[src/rtl/mcc_sub_pipe.sv]
// Pipelined Manchester-carry subtractor: diff = a - b - bin, one SLICE-bit borrow slice per stage.
// Optional MCC_SUB_FLAGS_EN adds registered zero / signed-overflow flags.

module mcc_sub_slice #(
    parameter int W = 4
) (
    input  logic [W-1:0] a,
    input  logic [W-1:0] b,
    input  logic         cin,
    output logic [W-1:0] d,
    output logic         cout
);
    // Subtraction as a + ~b + cin; the carry ripples as a propagate/generate chain.
    always_comb begin
        logic c, p, g;
        c = cin;
        p = 1'b0;
        g = 1'b0;
        d = '0;
        for (int i = 0; i < W; i++) begin
            p    = a[i] ^ ~b[i];
            g    = a[i] & ~b[i];
            d[i] = p ^ c;
            c    = g | (p & c);
        end
        cout = c;
    end
endmodule

module mcc_sub_pipe #(
    parameter int SIZE  = 16,
    parameter int SLICE = 4
) (
    input  logic            clk,
    input  logic            rst,
    input  logic            in_valid,
    output logic            in_ready,
    input  logic [SIZE-1:0] a,
    input  logic [SIZE-1:0] b,
    input  logic            bin,
    output logic            out_valid,
    input  logic            out_ready,
    output logic [SIZE-1:0] diff,
`ifdef MCC_SUB_FLAGS_EN
    output logic            zero,
    output logic            ovf,
`endif
    output logic            bout
);
    localparam int STAGES = SIZE / SLICE;

    logic                adv;
    logic [STAGES:0]     vld_pipe_q, vld_pipe_d;
    logic [SIZE-1:0]     diff_q, diff_d;
    logic                bout_q, bout_d;

    assign adv      = ~vld_pipe_q[STAGES] | out_ready;
    assign in_ready = adv;

    // Level k: a_q holds operand-a slices k.. in its low bits with finished diff
    // slices shifted in from the top; b_q holds only the b slices still to be consumed.
    for (genvar k = 0; k < STAGES; k++) begin : g_stg
        localparam int BW = (STAGES - k) * SLICE;

        logic [SIZE-1:0]  a_q, a_d;
        logic [BW-1:0]    b_q, b_d;
        logic             cy_q, cy_d;
        logic [SLICE-1:0] sd;
        logic             sc;
        logic [SIZE-1:0]  nxt;

        mcc_sub_slice #(.W(SLICE)) u_slice (
            .a    (a_q[SLICE-1:0]),
            .b    (b_q[SLICE-1:0]),
            .cin  (cy_q),
            .d    (sd),
            .cout (sc)
        );

        assign nxt = (a_q >> SLICE) | (SIZE'(sd) << (SIZE - SLICE));

        if (k == 0) begin : g_head
            always_comb begin
                a_d  = a_q;
                b_d  = b_q;
                cy_d = cy_q;
                if (adv) begin
                    a_d  = a;
                    b_d  = b;
                    cy_d = ~bin;
                end
            end
        end else begin : g_body
            always_comb begin
                a_d  = a_q;
                b_d  = b_q;
                cy_d = cy_q;
                if (adv) begin
                    a_d  = g_stg[k-1].nxt;
                    b_d  = g_stg[k-1].b_q[BW+SLICE-1:SLICE];
                    cy_d = g_stg[k-1].sc;
                end
            end
        end

        always_ff @(posedge clk) begin
            if (rst) begin
                a_q  <= '0;
                b_q  <= '0;
                cy_q <= 1'b0;
            end else begin
                a_q  <= a_d;
                b_q  <= b_d;
                cy_q <= cy_d;
            end
        end
    end

`ifdef MCC_SUB_FLAGS_EN
    logic zero_q, zero_d;
    logic ovf_q, ovf_d;
`endif

    // Output regs load only on a valid final-stage beat so bubbles never disturb diff.
    always_comb begin
        vld_pipe_d = vld_pipe_q;
        diff_d     = diff_q;
        bout_d     = bout_q;
`ifdef MCC_SUB_FLAGS_EN
        zero_d     = zero_q;
        ovf_d      = ovf_q;
`endif
        if (adv) begin
            vld_pipe_d = {vld_pipe_q[STAGES-1:0], in_valid};
            if (vld_pipe_q[STAGES-1]) begin
                diff_d = g_stg[STAGES-1].nxt;
                bout_d = ~g_stg[STAGES-1].sc;
`ifdef MCC_SUB_FLAGS_EN
                zero_d = (g_stg[STAGES-1].nxt == '0);
                ovf_d  = (g_stg[STAGES-1].a_q[SLICE-1] != g_stg[STAGES-1].b_q[SLICE-1]) &
                         (g_stg[STAGES-1].nxt[SIZE-1] != g_stg[STAGES-1].a_q[SLICE-1]);
`endif
            end
        end
    end

    always_ff @(posedge clk) begin
        if (rst) begin
            vld_pipe_q <= '0;
            diff_q     <= '0;
            bout_q     <= 1'b0;
`ifdef MCC_SUB_FLAGS_EN
            zero_q     <= 1'b0;
            ovf_q      <= 1'b0;
`endif
        end else begin
            vld_pipe_q <= vld_pipe_d;
            diff_q     <= diff_d;
            bout_q     <= bout_d;
`ifdef MCC_SUB_FLAGS_EN
            zero_q     <= zero_d;
            ovf_q      <= ovf_d;
`endif
        end
    end

    assign out_valid = vld_pipe_q[STAGES];
    assign diff      = diff_q;
    assign bout      = bout_q;
`ifdef MCC_SUB_FLAGS_EN
    assign zero      = zero_q;
    assign ovf       = ovf_q;
`endif
endmodule

[config.mk]
export PLATFORM = sky130hd
export DESIGN_NAME = mcc_sub_pipe
export DESIGN_NICKNAME = d
export VERILOG_FILES = /design/src/rtl/mcc_sub_pipe.sv
export SDC_FILE = /design/constraint.sdc
export NUM_CORES = 1
export LEC_CHECK = 0
export ABC_CLOCK_PERIOD_IN_PS = 2800
export CELL_PAD_IN_SITES_DETAIL_PLACEMENT = 0
export CELL_PAD_IN_SITES_GLOBAL_PLACEMENT = 1
export CORE_ASPECT_RATIO = 1.2
export CORE_UTILIZATION = 42
export DETAILED_ROUTE_END_ITERATION = 16
export HOLD_SLACK_MARGIN = 0.15
export PLACE_DENSITY_LB_ADDON = 0.25
export SYNTH_ARGS = -nofsm -noshare
export SYNTH_HDL_FRONTEND = slang
export SYNTH_SLANG_ARGS = --single-unit
[constraint.sdc]
create_clock -name clk -period 2.8 [get_ports clk]
set_input_delay 0.56 -clock clk [delete_from_list [all_inputs] [get_ports clk]]
set_output_delay 0.56 -clock clk [all_outputs]
set_load 0.005 [all_outputs]
# Word level (Yosys, flattened, before mapping)
# Cells that the tools add are included.
[classes] bitwise_logic=104 reduce_logical=1
[ops] cell="$or A12 B16 Y16" n=4
[ops] cell="$and A1 B1 Y1" n=32
[ops] cell="$xor A1 B1 Y1" n=32
[ops] cell="$not A1 Y1" n=19
[ops] cell="$or A1 B1 Y1" n=17
[ops] cell="$reduce_and A2 Y1" n=1
[word_totals] reg_bits=130 in_bits=37 output_inout_bits=19 wordCells=120

# Depth between registers and ports, before layout
# Gate-level depths: netlist (run 1).
[logic_depth] depth_word=11 depth_mapped=9 ltp_nobuf=9

# Modules after synthesis
# A second synthesis (run 1) with hierarchy kept.
[unflattened] hier_cells=612 hier_area_um2=4992.3
[by_module_without_submodules] mod="mcc_sub_pipe" instances=1 cells_each=564 area_per_inst_um2=4551.9 seq_area_each_um2=2602.5
[by_module_without_submodules] mod="mcc_sub_slice" instances=4 cells_each=12 area_per_inst_um2=110.1 seq_area_each_um2=0.0

# Worst setup path after synthesis (run 1)
# OpenSTA, ideal clock, no wires.
[synth_path] path_kind="register to register" from="register g_stg[3].b_q[0]" to="register diff_q[15], in the netlist diff[15]" setup_ps=87 arrival_ps=1894 required_ps=2713 path_slack_ps=819 path_stages_with_launch=8 path_buffers=0 synth_period_minus_slack_ps=1981 cell_sequence="dfxtp_1 -> inv_1 -> fa_1 -> inv_1 -> fa_1 -> fa_1 -> fa_1 -> a211oi_1"
[synth_between] elab_chain_len=10 elab_cells_between_ends=11 classes_between="11 x bitwise"
[synth_rtl] item="start: declaration" line="66" source="logic [BW-1:0] b_q, b_d;"
[synth_rtl] item="start signal: assignment" line="109" source="b_q <= '0;"
[synth_rtl] item="start signal: assignment" line="113" source="b_q <= b_d;"
[synth_rtl] item="$not A1 Y1 *" line="21, 22"
[synth_rtl] item="$xor A1 B1 Y1" line="21" source="p = a[i] ^ ~b[i];"
[synth_rtl] item="$and A1 B1 Y1" line="24" source="c = g | (p & c);"
[synth_rtl] item="$or A1 B1 Y1 *" line="24"
[synth_rtl] item="$and A1 B1 Y1 *" line="24"
[synth_rtl] item="$or A1 B1 Y1 *" line="24"
[synth_rtl] item="$and A1 B1 Y1 *" line="24"
[synth_rtl] item="$or A1 B1 Y1 *" line="24"
[synth_rtl] item="$xor A1 B1 Y1 *" line="23" source="d[i] = p ^ c;"
[synth_rtl] item="$or A12 B16 Y16 *" line="80" source="assign nxt = (a_q >> SLICE) | (SIZE'(sd) << (SIZE - SLICE));"
[synth_rtl] item="end signal: assignment" line="158" source="diff_q <= diff_d;"
[synth_rtl] item="end: declaration" line="54" source="logic [SIZE-1:0] diff_q, diff_d;"
# Mark *: on every way between the ends. The rest lies on a longest branch, timed or not.
# A chain may end at the register's enable or synchronous reset.

# Final worst setup path (run 1)
[layout_path] from="input port out_ready" to="output port in_ready"
[layout_between] elab_chain_len=1
[layout_rtl] item="start: declaration" line="42" source="input logic out_ready,"
[layout_rtl] item="$or A1 B1 Y1" line="57" source="assign adv = ~vld_pipe_q[STAGES] | out_ready;"
[layout_rtl] item="end: declaration" line="37" source="output logic in_ready,"
# Every way passes these cells.

==> key figures, run 1 <==
Finish
  – Commonest cells after routing, fill and taps aside: nand2_1 (210), dfxtp_1 (130), a21oi_1 (123)
  – Number of diodes: 0
  – Layout area overhead: 22.44%
  – Most common cell after layout, fill and taps aside: nand2_1
  – Share of layout cells above drive strength 1: around 6.4%
  – Fin util: between 50% and 60%
  – Final net count: slightly below 700

Clock network
  – Clock Root Buffer: clkbuf_16
  – CTS tree: yes
  – Hold buffer count at CTS: 0
  – TritonCTS Buffers: 17
  – Worst-path clk slew: 0.05 ns
  – Postcts setup bufs: 0
  – # resized after CTS: 0
  – Clk_lat worst skew: 0.40 ns
  – CTS Buffer Depth: 2
  – H-tree levels: 4
  – CTS sink count: 130

Routing
  – DRT Pass-1 Iters: 4
  – Post-Route WL: 9347 um
  – Via count: 3773
  – WL met1: around 4600 um
  – Uppermost layer routed: met4
  – First DRT Iteration DRCs: 218
  – Post-DR wirelength/cell: 11.71 um
  – WL met2: 4309 um
  – Routed wl met3: 275 um
  – Via density: 4.728
  – Residual DRC: 0
  – Post-route ant nets: 0

Timing
  – Setup WS post-layout: 0.5436 ns
  – Max transition margin: around three fifths
  – Least-Margin Pin Slew: 0.6217 ns
  – Final hold vios: 0
  – Final Skew: 0.007552 ns
  – Final setup viols: 0
  – Worst hold margin: 0.4496 ns
  – Crit path time final: 2.256 ns
  – RSZ-0062 raised after global routing: no
  – Period utilization: 80.58%
  – Setup TNS: 0 ns
  – Slew Viols, Final: 0
  – Max Freq: approximately 440 MHz

Floorplan
  – Row Count: 43
  – Ports: 56
  – Starting Density: 43.23%
  – Die area: 0.01235 mm^2
  – Core area: 0.01157 mm^2
  – Die X: about 100 um
  – Die Span Y: 121.5 um

Critical path
  – CP peak stage delay: 0.45 ns
  – CP bufs+invs: 3
  – Crit path top cell by count: clkdlybuf4s50_1
  – Worst endpoint required time: around 2.2 ns
  – Worst-path fanout max: 2
  – CP Launch Type: input port
  – Reg-to-reg startpoint: g_stg[1].b_q[0]
  – Stages on worst setup path: 4
  – Critical path origin: out_ready
  – Crit path max-delay family: buffers and inverters
  – Crit path max-delay cell type: clkdlybuf4s50_1
  – Critical Setup Path Class: in2out
  – R2R cell count: 9
  – Critical Path, Cell by Cell: clkdlybuf4s50_1 -> nor2b_4 -> inv_4 -> clkdlybuf4s50_1
  – CP Data Arrival Time: 1.70 ns
  – Setup crit end kind: output port

Global route
  – Initial antenna violation count: 0
  – Largest net degree at the start of global routing: around 140
  – Gr usage total: 16.40%
  – GRT Residual Overflow: 0
  – Number of global-route vias before repair: 3578
  – First-pass GRT wire length: 15950 um

Logic synthesis
  – Main synth FF type: dfxtp_1
  – Leading area contributor after synthesis: dfxtp_1
  – Syn nets: 649
  – Share of flip-flops with an asynchronous set or reset: 0%
  – Yosys cell types: 19
  – Syn Std Cell Area: 0.005001 mm^2
  – Post-synth top area share: 52.04%
  – Number of synthesized flops with an enable pin: 0
  – Mean Syn Cell Area: 8.391 um^2
  – YS warnings: 0
  – Largest cells by area after synthesis: dfxtp_1 (52%), nand2_1 (16%), a21oi_1 (12%)
  – Yosys reg bits: 130
  – Post-synthesis sequential area ratio: around 52%
  – Synth Instances: 596

Min path
  – HP Start: g_stg[2].a_q[12]
  – WHS Path Cells: 2
  – Hold Path Class: reg2reg

Status
  – Outcome: finished, final reports clean

Power
  – Power density cells: around 720 mW/mm^2
  – VDD IR max: 0.3741 mV
  – Leakage: 2.302 nW

Place
  – Placed wire-length estimate: 5454 um
  – GP Congestion: 0.7095
  – PortBufs: 55
  – DP Worst Slack: 0.5351 ns

Run
  – Max Cap Viol: 0
-- Yosys cell counts, types with 7 or more instances --
cell / instances
o21ai_0: 12
a211oi_2: 7
nand2_1: 210
buf_2: 15
nor2_1: 8
a21oi_1: 123
inv_1: 23
nand3_1: 14
dfxtp_1: 130
fa_1: 16
buf_6: 11
clkbuf_1: 13
-- worst reg2reg max path, stage by stage, from the launching register on --
cell and delay (ns):
dfxtp_1 0.30, inv_1 0.07, fa_1 0.19, inv_1 0.06, fa_1 0.37, fa_1 0.37
inv_1 0.07, fa_1 0.40, nand2_1 0.07, a21oi_1 0.07
-- state kept, by name, indices dropped and copies added, names as in the netlist --
name,count
g_stg.b_q,40
bout,1
g_stg.a_q,64
vld_pipe_q,5
g_stg.cy_q,4
diff,16
-- final timing paths --
| check | to | slack, ns |
|---|---|---|
| worst min register to register | g_stg[2].a_q[12] | 0.45 |
| worst max-delay path | in_ready | 0.54 |
| worst max register to register | g_stg[2].a_q[15] | 0.71 |
| worst min-delay path | g_stg[2].a_q[12] | 0.45 |
-- layout make-up --
| cell class | instances | area (um^2) |
|---|---|---|
| clock inverter | 3 | 67.56 |
| fill | 1119 | 5444 |
| clock buffer | 28 | 526.8 |
| tap | 157 | 196.4 |
| multi-input combinational | 396 | 2018 |
| sequential | 130 | 2603 |
| inverter | 25 | 96.34 |
| timing repair buffer | 59 | 615.6 |
-- per-stage QoR --
step / area (um^2) / cells / power (mW)
3_3_place_gp: 5529 / 767 / 2.300
2_1_floorplan: 5001 / 596 / 2.197
4_1_cts: 6123 / 798 / 4.489
6_report: 6123 / 798 / 4.439
3_5_place_dp: 5529 / 767 / 2.307
5_1_grt: 6123 / 798 / 4.623
-- kinds of logic (layout without fill, tap and decap cells) --
group,after synthesis,in the layout,synth area share [%]
AO/OA/AOI/OAI,147,147,15.91
adder cells (fa/ha/maj),16,16,6.405
buffers and inverters,70,115,7.606
flip-flops,130,130,52.04
AND/OR/NAND/NOR,233,233,18.04
-- layer usage --
metal / vias to the layer above / track usage (%)
met4: 0 / 7.609
met5: - / 0
met3: 12 / 3.614
met1: 1723 / 20.88
met2: 56 / 26.39
li1: 1982 / -
-- power breakdown --
part	total [mW]	leakage (nW)	switching (mW)	internal, mW
logic	0.269	0.946	0.133	0.136
registers	2.00	1.07	0.0497	1.95
clock network	2.17	0.287	0.723	1.45
Power figures use the tool's default switching activity.
==> run 2: changes to the inputs <==
--- a/config.mk
+++ b/config.mk
@@ -5,11 +5,11 @@
 export SDC_FILE = /design/constraint.sdc
 export NUM_CORES = 1
 export LEC_CHECK = 0
-export ABC_CLOCK_PERIOD_IN_PS = 2800
+export ABC_CLOCK_PERIOD_IN_PS = 1900
 export CELL_PAD_IN_SITES_DETAIL_PLACEMENT = 0
 export CELL_PAD_IN_SITES_GLOBAL_PLACEMENT = 1
 export CORE_ASPECT_RATIO = 1.2
-export CORE_UTILIZATION = 42
+export CORE_UTILIZATION = 38
 export DETAILED_ROUTE_END_ITERATION = 16
 export HOLD_SLACK_MARGIN = 0.15
 export PLACE_DENSITY_LB_ADDON = 0.25
==> constraint.sdc (replaced) <==
create_clock -name clk -period 1.9 [get_ports clk]
set_input_delay 0.38 -clock clk [delete_from_list [all_inputs] [get_ports clk]]
set_output_delay 0.38 -clock clk [all_outputs]
set_load 0.005 [all_outputs]
==> key figures, run 2 (same netlist as run 1, synthesis figures left out) <==
Status
  – Outcome: finished, violations left
  – Failing checks: setup timing

Timing
  – Max Freq: 501.4 MHz
  – Slew Viols, Final: 0 (unchanged)
  – Final setup viols: 5 (+5)
  – Final Skew: 0.01049 ns (+0.002935 ns)
  – Final hold vios: 0 (unchanged)
  – Least-Margin Pin Slew: 0.4904 ns (-0.1314 ns)
  – Worst hold margin: 0.4304 ns (-0.01919 ns)
  – Setup WS post-layout: -0.09448 ns (-0.6381 ns)
  – Crit path time final: 1.994 ns
  – RSZ-0062 raised after global routing: yes
  – Period utilization: 105.0%
  – Max transition margin: 67.31% (+8.8 points)

Floorplan
  – Row Count: 45 (+4.7%)
  – Die Span Y: 127.7 um (+5.0%)
  – Ports: 56 (unchanged)
  – Die X: 106.7 um (+5.0%)
  – Die area: 0.01363 mm^2 (+10%)
  – Core area: 0.01272 mm^2 (+10%)
  – Starting Density: 39.30% (-3.9 points)

Power
  – Power Total: 6.622 mW (+49%)
  – VDD IR max: 0.5625 mV (+50%)
  – Power density cells: 1054 mW/mm^2 (+45%)
  – Sw Share: 20.36% (-0.056 points)
  – Seq pwr share: 44.5% (-0.5 points)
  – Power Internal: 5.274 mW (+49%)
  – Clk network pwr share: 49.1% (+0.2 points)
  – Combinational power share: 6.3% (+0.2 points)
  – Leakage: 2.353 nW (+2.2%)
  – Psw: 1.348 mW (+49%)

Critical path
  – CP Launch Type: flop
  – CP bufs+invs: 2 (-1)
  – Worst R2R Setup Slack: -0.09 ns (-0.80 ns)
  – Critical Path, Cell by Cell: inv_2 -> fa_2 -> inv_2 -> fa_2 -> fa_2 -> fa_1 -> a211oi_2
  – Crit path max-delay family: adder cells
  – Worst-path fanout max: 2 (unchanged)
  – Crit path max-delay cell type: fa_1
  – Setup crit end kind: flop
  – Critical Setup Path Class: reg2reg
  – CP peak stage delay: 0.45 ns (about the same)
  – Crit path top cell by count: fa_2
  – CP Data Arrival Time: 2.32 ns (+0.62 ns)
  – Worst endpoint required time: 2.22 ns (-0.02 ns)

Clock network
  – Worst-path clk slew: 0.05 ns (about the same)
  – CTS sink count: 130 (unchanged)
  – Hold buffer count at CTS: 0 (unchanged)
  – Clock Root Buffer: clkbuf_16
  – CTS Buffer Depth: 2 (unchanged)
  – CTS tree: yes
  – H-tree levels: 4 (unchanged)
  – Postcts setup bufs: 0 (unchanged)
  – Clk_lat worst skew: 0.41 ns (about the same)
  – TritonCTS Buffers: 17 (unchanged)

Finish
  – Fillers: 1316 (+18%)
  – Biggest register: g_stg.a_q
  – Largest register FFs: 64 (unchanged)
  – Number of diodes: 0 (unchanged)
  – Final net count: 689 (+1.0%)
  – Most common cell after layout, fill and taps aside: nand2_1
  – Fin util: 49.39% (-3.5 points)
  – Layout area overhead: 25.67%
  – Commonest cells after routing, fill and taps aside: nand2_1 (209), a21oi_1 (123), dfxtp_1 (120)
  – Register area: 0.002615 mm^2 (+0.48%)
  – Multi-input gate area: 0.002056 mm^2 (+1.9%)
  – Share of layout cells above drive strength 1: 12.67% (+6.3 points)

Routing
  – First DRT Iteration DRCs: 142 (-35%)
  – Via density: 4.652 (-1.6%)
  – Post-route ant nets: 0 (unchanged)
  – Via count: 3773 (unchanged)
  – Post-DR wirelength/cell: 11.86 um (+1.3%)
  – Residual DRC: 0 (unchanged)
  – DRT Pass-1 Iters: 4 (unchanged)
  – Post-Route WL: 9619 um (+2.9%)

Global route
  – Initial antenna violation count: 0 (unchanged)
  – First-pass GRT wire length: 16630 um (+4.2%)
  – Gr usage total: 15.18% (-1.2 points)
  – GRT Residual Overflow: 0 (unchanged)
  – Number of global-route vias before repair: 3622 (+1.2%)
  – Largest net degree at the start of global routing: 82 (-41%)

Min path
  – Hold Path Class: in2reg

Run
  – Max Cap Viol: 0 (unchanged)

Place
  – Placed wire-length estimate: 6140 um (+13%)
  – PortBufs: 55 (unchanged)
  – GP Congestion: 0.7250 (+2.2%)
run 2: cell types whose count changed in the layout (fill, tap and decap cells not counted), sizes merged:
| cell | delta |
|---|---|
| dlygate4sd2 | +1 |
| clkdlybuf4s50 | -1 |
| bufinv | +1 |
| clkinvlp | -1 |
| clkinv | +2 |
| clkbuf | -3 |
| buf | +7 |
run 2: timing repair:
item,CTS,global route
resized for setup,18,9
gates cloned,0,0
setup endpoints to repair,8,7
run 2: cell type report:
type	count	area share (%)
repair buffers	66	11.41
well taps	164	3.265
flip-flops and latches	130	41.61
clock inverters	5	1.593
clock buffers	25	7.884
multi-input cells	396	32.71
inverters	25	1.533
run 2: worst paths after layout:
kind / start / end / depth (start not counted)
setup / recovery: g_stg[3].b_q[0] / diff[15] / 7
hold / removal: rst / diff[11] / 2
setup reg to reg: g_stg[3].b_q[0] / diff[15] / 7
hold reg to reg: g_stg[2].a_q[2] / g_stg[2].a_q[2] / 2
run 2: power groups by stage:
stage	Combinational (mW)	Sequential (mW)	Clock, mW
final	0.420	2.95	3.25
after global placement	0.408	3.00	0
after CTS	0.422	2.95	3.33
after detailed placement	0.414	3.00	0
after global routing	0.481	2.96	3.45
after floorplan	0.262	2.98	0
run 2: layer usage:
layer / share of wire [%] / global-route usage [%]
met2: 44 / 23.57
met4: 1.2 / 5.802
met5: 0 / 0
met1: 51 / 20.10
met3: 3.8 / 4.169
run 2: worst register-to-register path: cells and delay by family (launching register included):
| family | cells | cell delay [ns] |
|---|---|---|
| DFF | 1 | 0.32 |
| AOI/OAI and AO/OA | 1 | 0.18 |
| buffers and inverters | 2 | 0.09 |
| adders and majority gates | 4 | 1.33 |
run 2: metrics by stage:
stage | instances | instance area (um^2) | setup TNS, ns | setup WS [ns]
5_1_grt | 811 | 6285 | -0.7289 | -0.1540
2_1_floorplan | 596 | 5021 | 0 | 0.0007400
3_3_place_gp | 781 | 5660 | -0.1402 | -0.05296
4_1_cts | 811 | 6275 | -0.3338 | -0.1078
3_5_place_dp | 781 | 5660 | -0.4310 | -0.1147
6_report | 811 | 6285 | -0.3111 | -0.09448
==> patch, RTL diff (config.mk and constraints of run 1) <==
Set the parameter `SIZE` to 32 (it was 16).
--- a/src/rtl/mcc_sub_pipe.sv
+++ b/src/rtl/mcc_sub_pipe.sv
@@ -29,5 +29,5 @@
 
 module mcc_sub_pipe #(
-    parameter int SIZE  = 16,
+    parameter int SIZE  = 32,
     parameter int SLICE = 4
 ) (
Ports: changed (resized a, b and diff); port bits go from 56 to 104. No check against the original RTL was run, so the function may have changed too.
==> patch against run 1 <==
Clock power rose to 2.5 times the old value. Critical path depth did not move. Setup slack got worse by 0.13 ns. Wire length rose to 3.5 times the old value. Final cell count rose to 3.2 times the old value. Non-clock buffer count rose by 64. Final area rose to 3.1 times the old value. Register-to-register slack got worse by 0.08 ns. Total power rose to 2.9 times the old value. Synthesized cell count rose to 3.4 times the old value. Worst hold slack got worse by 0.0044 ns. Sequential cell count rose by 320. First-iteration DRC count rose to 3.5 times the old value. Synthesized area rose to 3.3 times the old value. Critical path type unchanged. Critical endpoint unchanged.
==> patch: results <==
{
  "total_leakage_power_nw": 6.72,
  "hold_class": "in -> reg",
  "max_stage_delay_ns": 0.46,
  "numCtsBuffers": 45,
  "largest_register_ffs": 256,
  "pg_seq_w": 0.00675,
  "drv_slew": 0,
  "clock_latency_ns": 0.54,
  "p_comb_w": 0.000564,
  "ctsLongestPathBuffers": 3,
  "grt_usage_pct": 16.4,
  "gp_congestion": 0.740,
  "layout-drive-gt1-share_pct": 4.43,
  "drt_pass1_iterations": 5,
  "antenna_found_initial": 0,
  "overflow": 0,
  "r2r-start": "g_stg[3].b_q[0]",
  "synth.area.top_cells": "dfxtp_1 (54%), nand2_1 (18%), a21oi_1 (13%)",
  "diodes": 0,
  "dr_total_vias": 12324,
  "crit_arrival_ns": 1.83,
  "min_from": "rst",
  "synthArstFlopShare_pct": 0,
  "path_clk_slew_ns": 0.06,
  "grt_max_degree": 139,
  "dr.first_iter.drc_count": 759,
  "seq_area_frac_synth_pct": 54.2,
  "switching_share_pct": 21.4,
  "numPortBuffers": 103,
  "fin_worst_skew_ns": 0.0128,
  "cts-htree-levels": 2,
  "cts_root_buf": "clkbuf_16",
  "synth_common_cells": "nand2_1 (802), dfxtp_1 (450), a21oi_1 (435)",
  "slew-limit-headroom_pct": 48.1,
  "cp_top_family": "buffers and inverters",
  "cpMaxStageDelayCell": "clkdlybuf4s50_1",
  "nets": 2134,
  "grt_pass1_wl_um": 56100,
  "peakVddDrop_mv": 0.449,
  "post-dp-hpwl_um": 19100,
  "synth.distinct_cells": 17,
  "worstPathMaxFanout": 27,
  "critPathLaunch": "out_ready",
  "top_register": "g_stg.a_q",
  "fin_setup_tns_ns": 0,
  "avgRoutedWirePerCell_um": 12.7,
  "post_cts_resized": 0,
  "ys_warn_count": 0,
  "postCtsSetupBuffers": 0,
  "status": "finished clean",
  "grt_pass1_vias": 11626
}
==> patch: changes by cell type in the layout (fill, tap and decap cells not counted), sizes merged, moves of 16 or more <==
cell,delta
o21ai,+16
fa,+16
inv,+25
dfxtp,+320
nand2,+592
clkdlybuf4s50,+48
clkbuf,+40
a21oi,+312
nand3,+16
buf,+16
==> patch: layout make-up <==
type                    count  area [um^2]
repair buffers            123         1310
clock buffers              68         1290
fillers                  3916        19900
inverters                  49          200
well taps                 526          658
multi-input cells        1364         6410
flip-flops and latches    450         9010
clock inverters             2         16.3
==> patch: kinds of logic (layout without fill, tap and decap cells) <==
group                      after synthesis  after routing  synth area share (%)
DFF                                    450            450                  54.2
and+or+nand+nor                        849            849                  19.5
adders and majority gates               32             32                  3.86
AOI/OAI and AO/OA                      483            483                  15.3
buffers and inverters                  205            242                  7.16
==> patch: path summary, 6_finish.rpt <==
check,end,slack [ns],cells after the start
worst max-delay path,in_ready,0.41,4
worst min-delay path,g_stg[3].a_q[18],0.45,2
worst max register to register,g_stg[4].a_q[31],0.63,9
worst min register to register,g_stg[5].a_q[1],0.45,2
==> patch: per-layer routing <==
| metal | part of all wire, % | GRT usage, % |
|---|---|---|
| met5 | 0 | 0 |
| met3 | 3.2 | 2.41 |
| met1 | 52 | 23.5 |
| met4 | 1.6 | 4.89 |
| met2 | 43 | 25.5 |
==> patch: metrics by stage <==
stage / cell area [um^2] / worst slack, ns / total power (W) / cells
after floorplan: 16600 / 0.819 / 0.00722 / 2019
after global placement: 17600 / 0.400 / 0.00745 / 2512
after detailed placement: 17600 / 0.370 / 0.00746 / 2512
after CTS: 18900 / 0.403 / 0.0130 / 2582
after global routing: 18900 / 0.370 / 0.0133 / 2582
final: 18900 / 0.415 / 0.0128 / 2582
